File: config.mk
export PLATFORM = sky130hd
export DESIGN_NAME = extras_bus_master_flat
export DESIGN_NICKNAME = d
export VERILOG_FILES = /design/src/rtl/extras_bus_master_if.sv /design/src/rtl/extras_bus_master.sv /design/src/flat_wrapper.sv
export SDC_FILE = /design/constraint.sdc
export NUM_CORES = 1
export LEC_CHECK = 0
export ABC_AREA = 0
export CAP_MARGIN = 10
export CORE_ASPECT_RATIO = 0.9
export CORE_MARGIN = 4
export CORE_UTILIZATION = 46
export DETAILED_ROUTE_END_ITERATION = 8
export HOLD_SLACK_MARGIN = 0.1
export PLACE_DENSITY = 0.79
export RECOVER_POWER = 25
export SLEW_MARGIN = 0
export SYNTH_ARGS = -nofsm -noshare
export SYNTH_HDL_FRONTEND = slang
export SYNTH_SLANG_ARGS = --single-unit
File: constraint.sdc
create_clock -name clk -period 2.18 [get_ports clk]
set_input_delay 0.436 -clock clk [delete_from_list [all_inputs] [get_ports clk]]
set_output_delay 0.436 -clock clk [all_outputs]
set_load 0.01 [all_outputs]
File: src/rtl/extras_bus_master_if.sv
// Bus between the game-side initiator and the extras peripheral (timer, strike LEDs).
// The master drives strobes, addresses and write data; the slave returns registered read data.
interface extras_bus_master_if;
   logic        en;
   logic        we;
   logic        re;
   logic [15:0] write_addr;
   logic [15:0] read_addr;
   logic [15:0] data;
   logic [15:0] q;

   modport master (
      output en, we, re, write_addr, read_addr, data,
      input  q
   );

   modport slave (
      input  en, we, re, write_addr, read_addr, data,
      output q
   );
endinterface

File: src/rtl/extras_bus_master.sv
// Extras bus initiator: turns start/strike/clear events into single-cycle bus writes,
// polls the timer's seconds-left register, and tracks strikes and the exploded flag.
module extras_bus_master #(
   parameter logic [15:0] TIMER_ADDR  = 16'hF330,
   parameter logic [15:0] STRIKE_ADDR = 16'hF663,
   parameter int          POLL_CYCLES = 1000,
   parameter int          MAX_STRIKES = 3
) (
   input  logic                clk,
   input  logic                rst_n,
   input  logic                start,
   input  logic [15:0]         start_secs,
   input  logic                strike,
   input  logic                clear,
   extras_bus_master_if.master bus,
   output logic [15:0]         secs_left,
   output logic [1:0]          strikes,
   output logic                exploded,
   output logic                busy
);

   localparam int               CNT_W        = $clog2(POLL_CYCLES);
   localparam logic [CNT_W-1:0] POLL_LAST    = CNT_W'(POLL_CYCLES - 1);
   localparam logic [1:0]       STRIKE_LIMIT = 2'(MAX_STRIKES);

   typedef enum logic [2:0] {IDLE, WR, WR_HOLD, RD, RD_WAIT} stateT;

   stateT            state;
   logic             pendStart;
   logic             pendClear;
   logic             pendStrike;
   logic [15:0]      startSecsReg;
   logic [CNT_W-1:0] pollCnt;
   logic             pollDue;
   logic             armed;
   logic             secondWrite;
   logic             enReg;
   logic             weReg;
   logic             reReg;
   logic [15:0]      writeAddrReg;
   logic [15:0]      readAddrReg;
   logic [15:0]      dataReg;

   logic             takeStart;
   logic             takeClear;
   logic             takeStrike;
   logic             takePoll;
   logic             pollWrap;
   logic [1:0]       strikeNext;

   assign bus.en         = enReg;
   assign bus.we         = weReg;
   assign bus.re         = reReg;
   assign bus.write_addr = writeAddrReg;
   assign bus.read_addr  = readAddrReg;
   assign bus.data       = dataReg;
   assign busy           = (state != IDLE);

   // Decide which pending job IDLE launches this cycle, and when the poll counter wraps.
   always_comb begin
      // NOTE: every output of this block gets a default first, so no path can infer a latch.
      takeStart  = 1'b0;
      takeClear  = 1'b0;
      takeStrike = 1'b0;
      takePoll   = 1'b0;
      strikeNext = (strikes == 2'd3) ? 2'd3 : strikes + 2'd1;
      if (state == IDLE) begin
         if (pendStart)             takeStart  = 1'b1;
         else if (pendClear)        takeClear  = 1'b1;
         else if (pendStrike)       takeStrike = 1'b1;
         else if (pollDue && armed) takePoll   = 1'b1;
      end
      pollWrap = armed && !takeStart && (pollCnt == POLL_LAST);
   end

   // Latch incoming events; repeats merge, and a strike is dropped while a start is pending.
   always_ff @(posedge clk or negedge rst_n) begin
      // NOTE: non-blocking assignments, so every register here sees the pre-edge values.
      if (!rst_n) begin
         pendStart    <= 1'b0;
         pendClear    <= 1'b0;
         pendStrike   <= 1'b0;
         startSecsReg <= 16'd0;
      end else begin
         pendStart  <= start | (pendStart & ~takeStart);
         pendClear  <= clear | (pendClear & ~takeClear);
         pendStrike <= (strike & ~start & ~pendStart) | (pendStrike & ~takeStrike);
         if (start) startSecsReg <= start_secs;
      end
   end

   // Free-running poll timer; a due poll stays flagged until the read is launched.
   always_ff @(posedge clk or negedge rst_n) begin
      if (!rst_n) begin
         pollCnt <= '0;
         pollDue <= 1'b0;
      end else begin
         if (takeStart)     pollCnt <= '0;
         else if (pollWrap) pollCnt <= '0;
         else if (armed)    pollCnt <= pollCnt + 1'b1;
         pollDue <= (pollDue & ~takePoll) | pollWrap;
      end
   end

   // Bus sequencer with registered strobes, plus the strike/secs/exploded bookkeeping.
   always_ff @(posedge clk or negedge rst_n) begin
      if (!rst_n) begin
         state        <= IDLE;
         enReg        <= 1'b0;
         weReg        <= 1'b0;
         reReg        <= 1'b0;
         writeAddrReg <= 16'd0;
         readAddrReg  <= 16'd0;
         dataReg      <= 16'd0;
         secs_left    <= 16'd0;
         strikes      <= 2'd0;
         exploded     <= 1'b0;
         armed        <= 1'b0;
         secondWrite  <= 1'b0;
      end else begin
         case (state)
            IDLE: begin
               if (takeStart) begin
                  state        <= WR;
                  enReg        <= 1'b1;
                  weReg        <= 1'b1;
                  writeAddrReg <= TIMER_ADDR;
                  dataReg      <= startSecsReg;
                  strikes      <= 2'd0;
                  exploded     <= 1'b0;
                  armed        <= 1'b1;
                  secondWrite  <= 1'b1;
               end else if (takeClear) begin
                  state        <= WR;
                  enReg        <= 1'b1;
                  weReg        <= 1'b1;
                  writeAddrReg <= STRIKE_ADDR;
                  dataReg      <= 16'd0;
                  strikes      <= 2'd0;
               end else if (takeStrike) begin
                  state        <= WR;
                  enReg        <= 1'b1;
                  weReg        <= 1'b1;
                  writeAddrReg <= STRIKE_ADDR;
                  dataReg      <= {14'd0, strikeNext};
                  strikes      <= strikeNext;
                  if (strikeNext >= STRIKE_LIMIT) exploded <= 1'b1;
               end else if (takePoll) begin
                  state       <= RD;
                  enReg       <= 1'b1;
                  reReg       <= 1'b1;
                  readAddrReg <= TIMER_ADDR;
               end
            end
            WR: begin
               state <= WR_HOLD;
               weReg <= 1'b0;
            end
            WR_HOLD: begin
               if (secondWrite) begin
                  state        <= WR;
                  weReg        <= 1'b1;
                  writeAddrReg <= STRIKE_ADDR;
                  dataReg      <= 16'd0;
                  secondWrite  <= 1'b0;
               end else begin
                  state <= IDLE;
                  enReg <= 1'b0;
               end
            end
            RD: begin
               state <= RD_WAIT;
               reReg <= 1'b0;
            end
            RD_WAIT: begin
               state     <= IDLE;
               enReg     <= 1'b0;
               secs_left <= bus.q;
               if (armed && bus.q == 16'd0) exploded <= 1'b1;
            end
            default: begin
               state <= IDLE;
               enReg <= 1'b0;
               weReg <= 1'b0;
               reReg <= 1'b0;
            end
         endcase
      end
   end

endmodule
File: src/flat_wrapper.sv
// flat-port wrapper written by rule: the top's interface ports become plain ports
module extras_bus_master_flat 
#(
   parameter logic [15:0] TIMER_ADDR  = 16'hF330,
   parameter logic [15:0] STRIKE_ADDR = 16'hF663,
   parameter int          POLL_CYCLES = 1000,
   parameter int          MAX_STRIKES = 3
)
  (clk, rst_n, start, start_secs, strike, clear, secs_left, strikes, exploded, busy, bus_en, bus_we, bus_re, bus_write_addr, bus_read_addr, bus_data, bus_q);
  extras_bus_master_if bus_i ();
  input  logic clk;
  input  logic rst_n;
  input  logic start;
  input  logic [15:0] start_secs;
  input  logic strike;
  input  logic clear;
  output logic [15:0] secs_left;
  output logic [1:0] strikes;
  output logic exploded;
  output logic busy;
  output wire logic [$bits(bus_i.en)-1:0] bus_en;
  output wire logic [$bits(bus_i.we)-1:0] bus_we;
  output wire logic [$bits(bus_i.re)-1:0] bus_re;
  output wire logic [$bits(bus_i.write_addr)-1:0] bus_write_addr;
  output wire logic [$bits(bus_i.read_addr)-1:0] bus_read_addr;
  output wire logic [$bits(bus_i.data)-1:0] bus_data;
  input wire logic [$bits(bus_i.q)-1:0] bus_q;
  assign bus_en = bus_i.en;
  assign bus_we = bus_i.we;
  assign bus_re = bus_i.re;
  assign bus_write_addr = bus_i.write_addr;
  assign bus_read_addr = bus_i.read_addr;
  assign bus_data = bus_i.data;
  assign bus_i.q = bus_q;
  extras_bus_master #(.TIMER_ADDR(TIMER_ADDR), .STRIKE_ADDR(STRIKE_ADDR), .POLL_CYCLES(POLL_CYCLES), .MAX_STRIKES(MAX_STRIKES)) u_core (.clk(clk), .rst_n(rst_n), .start(start), .start_secs(start_secs), .strike(strike), .clear(clear), .bus(bus_i), .secs_left(secs_left), .strikes(strikes), .exploded(exploded), .busy(busy));
endmodule
==> metrics.md <==
| Metric | Value |
|---|---|
| Outcome | completed |
| Area of the multi-input gates | 0.00122 sq mm |
| RSZ-0062 raised after global routing | no |
| Critical Path RT | 1740 ps |
| Postcts setup bufs | 0 |
| FMAX | 539 MHz |
| Final Cycle Share | 85.1% |
| M3 GR Usage | 6.58% |
| Final std cells w/o fill | 475 |
| Row count | 29 |
| Post-Synth Simple-Gate Area | 12.0% |
| Slowest CP cell | dfrtp_2 |
| Max cap viols | 0 |
| Relative slew slack | 31.4% |
| Worst reg-to-reg path cell count | 5 |
| Main synth FF type | dfrtp_1 |
| Final setup fails | 0 |
| ANT nets after route | 0 |
| Max stage delay on crit path | 460 ps |
| GP Congestion | 0.840 |
| Worst Hold Depth | 2 |
| Vias post-DR | 2505 |
| Dpl cells | 460 |
| DRC | 0 |
| Setup TNS | 0 ps |
| Post-synth EDFFs | 0 |
| CP Launch Type | register |
| Vias per std cell | 5.27 |
| Layout cells sized above 1 | 16.5% |
| Power Internal | 3.61 mW |
| CP endpoint | busy |
| GR peak layer | met2 |
| Die Area | 0.00895 sq mm |
| GRT overflow | 0 |
| CP max FO | 9 |
| Setup Skew | 11.4 ps |
| Xor/xnor cell area share of the yosys netlist | 0.508% |
| Largest net degree at the start of global routing | 44 |
| CTS sink count | 77 |
| Design Area, Final | 0.00451 sq mm |
| R2R setup slack | 370 ps |
| Sequential area share after synthesis | 55.9% |
| Final min period | 1860 ps |
| Combined flip-flop and latch cell area | 0.00193 sq mm |
| Hold crit path type | reg2reg |
| Initial antenna violation count | 0 |
| Vias in the first global route | 2700 |
| Most frequent cells in the layout | clkdlybuf4s50_1, dfrtp_1, mux2_2, nand2_1, a22o_1 |
| Reg2reg end | u_core.bus.data[8]$_DFFE_PN0P_ |
| Worst-path clk slew | 70 ps |
| Worst-Skew Late Latency | 340 ps |
| Post-detail-place hpwl | 5.59 mm |
| Filler Cell Count | 571 |
| DR iter-0 viols | 123 |
| Wirelength per Cell | 15.9 microns |
| Pwr dens | 1210 mW/mm^2 |
| Compound-Gate Fraction of Synth Area | 10.7% |
| Max clock buf depth | 2 |
| Num CTS Buffers | 9 |
| DRT Pass-1 Iters | 4 |
| Post-synthesis adder-cell area fraction | 0.363% |
| GRT met1 Usage | 22.1% |
| # IOs | 108 |
| Root buffer cell | clkbuf_8 |
| Core ar. | 0.00718 sq mm |
| Setup crit end kind | output port |
| Layout area overhead | 30.7% |
| CP Class | reg2out |
| Die Height | 90.1 microns |
| Most common cell after layout, fill and taps aside | clkdlybuf4s50_1 |
| Placed Instance Area | 0.00432 sq mm |
| # nets final | 417 |
| Overall routing resource usage | 17.7% |
| Leakage power | 1.94 nW |
| Mux contribution to synthesized area | 10.4% |
| Worst Max-Slew Pin Slew | 1030 ps |
| Combinational power share | 40.8% |
| Main combinational cell family by area after synthesis | simple AND/OR/NAND/NOR gates |
| Flop pwr share | 40.8% |
| ANT cells | 0 |
| Syn_area_per_cell | 11.8 sq um |
| Die Span X | 99.3 microns |
| Global-route wire length before repair | 12.7 mm |
| Crit path cell chain | nor3_1 -> inv_1 -> dlymetal6s2s_1 |
| Initial Utilization | 48.0% |
| Syn Std Cell Area | 0.00345 sq mm |
| Switching power | 1.82 mW |
| Yosys cell types | 46 |
| Routing usage on met2 | 28.3% |
| Sw frac | 33.5% |
| CTS tree | yes |
| CTS H-tree lvls | 3 |
| Max Slew Vio Count | 0 |
| Maximum vdd drop | 0.908 mV |
| RR Startpoint | u_core.state[0]$_DFFE_PN0P_ |
| IO buf count | 95 |
| Arrival time at the worst endpoint | 1420 ps |
| Synthesized flop and latch total | 77 |
| CP startpoint | u_core.state[0]$_DFFE_PN0P_ |
| Final Core Density | 62.7% |
| Power share of the clock group | 18.4% |
| Routed WL | 7.53 mm |
| Synth async-reset ratio | 100% |
| Post-synthesis cell count | 293 |
| Final Hold Vio Count | 0 |
| Synth warn | 0 |
-- stage by stage --
| stage | setup WS [ps] | power, mW | hold WS (ps) |
|---|---|---|---|
| floorplan | 602 | 3.47 | 140 |
| global placement | 396 | 4.42 | 456 |
| detailed placement | 310 | 4.48 | 456 |
| CTS | 61.1 | 5.51 | 500 |
| global route | 174 | 5.81 | 518 |
| finish | 324 | 5.44 | 497 |
-- timing repair --
item                                   in CTS  in global routing
gates resized for setup                     1                  3
hold buffers                                1                  0
setup endpoints to repair                   1                  1
pin swaps                                   0                  0
endpoints found under the hold margin      40                  0
-- how the worst min path moves through the flow --
stage	to	from
2_1_floorplan	u_core.armed$_DFFE_PN0N_	rst_n
3_3_place_gp	u_core.bus.write_addr[14]$_DFFE_PN0P_	rst_n
3_5_place_dp	u_core.startSecsReg[3]$_DFFE_PN0P_	rst_n
4_1_cts	u_core.bus.data[13]$_DFFE_PN0P_	u_core.startSecsReg[13]$_DFFE_PN0P_
5_1_grt	u_core.bus.data[2]$_DFFE_PN0P_	u_core.bus.data[2]$_DFFE_PN0P_
6_report	u_core.bus.data[1]$_DFFE_PN0P_	u_core.bus.data[1]$_DFFE_PN0P_
-- layer usage --
metal	part of all wire [%]	up-vias	routed length, microns
met3	8.7	9	653
met5	0	-	0
met2	48	94	3630
met1	42	1232	3140
met4	1.3	0	101
li1	-	1170	-
-- power groups by stage --
stage	logic (mW)	registers, mW	clock network, mW
floorplan	1.18	2.29	0
global placement	2.20	2.22	0
detailed placement	2.25	2.23	0
CTS	2.26	2.22	1.03
global route	2.42	2.29	1.10
finish	2.22	2.22	1.00
-- kinds of logic after synthesis --
logic type / count (synthesis)
other: 1
AO/OA/AOI/OAI: 52
XOR/XNOR: 2
multiplexers: 32
flip-flops: 77
AND/OR/NAND/NOR: 79
adder cells (fa/ha/maj): 1
buffers and inverters: 49
-- area by class of cell --
type / count / share of cell area, %
tap: 93 / 2.58
inverter: 4 / 0.333
clock inverter: 5 / 1.19
sequential: 77 / 42.8
timing repair buffer: 109 / 23.3
clock buffer: 9 / 2.75
multi-input combinational: 178 / 27.1
-- flip-flops by register name, indices dropped and copies added (netlist names), 2 cells and up --
name	flops
u_core.bus.data	16
u_core.bus.write_addr	3
u_core.pollCnt	10
u_core.secs_left	16
u_core.startSecsReg	16
u_core.state	3
u_core.strikes	2
-- synth_stat cells, types with 3 or more instances --
cell / number / share of area [%]
nand4_1: 4 / 0.73
inv_1: 4 / 0.44
clkbuf_1: 3 / 0.33
buf_6: 4 / 1.3
dfrtp_1: 77 / 56
buf_2: 7 / 1.0
nand2b_1: 4 / 0.73
a21oi_1: 14 / 2.0
nand3_1: 7 / 1.0
and2_1: 4 / 0.73
nor2_1: 11 / 1.2
a22o_1: 15 / 3.8
nor3_1: 9 / 1.3
or4_1: 4 / 0.87
a31oi_1: 3 / 0.54
nand2_1: 22 / 2.4
a21o_1: 3 / 0.65
o21ai_0: 4 / 0.58
buf_4: 29 / 6.3
mux2_2: 32 / 10
-- critical path: cells and delay by family, from the launching register on --
family / cells / cell delay (ps)
flops: 1 / 460
simple gates: 1 / 290
buf+inv: 2 / 340
Power figures use the tool's default switching activity.
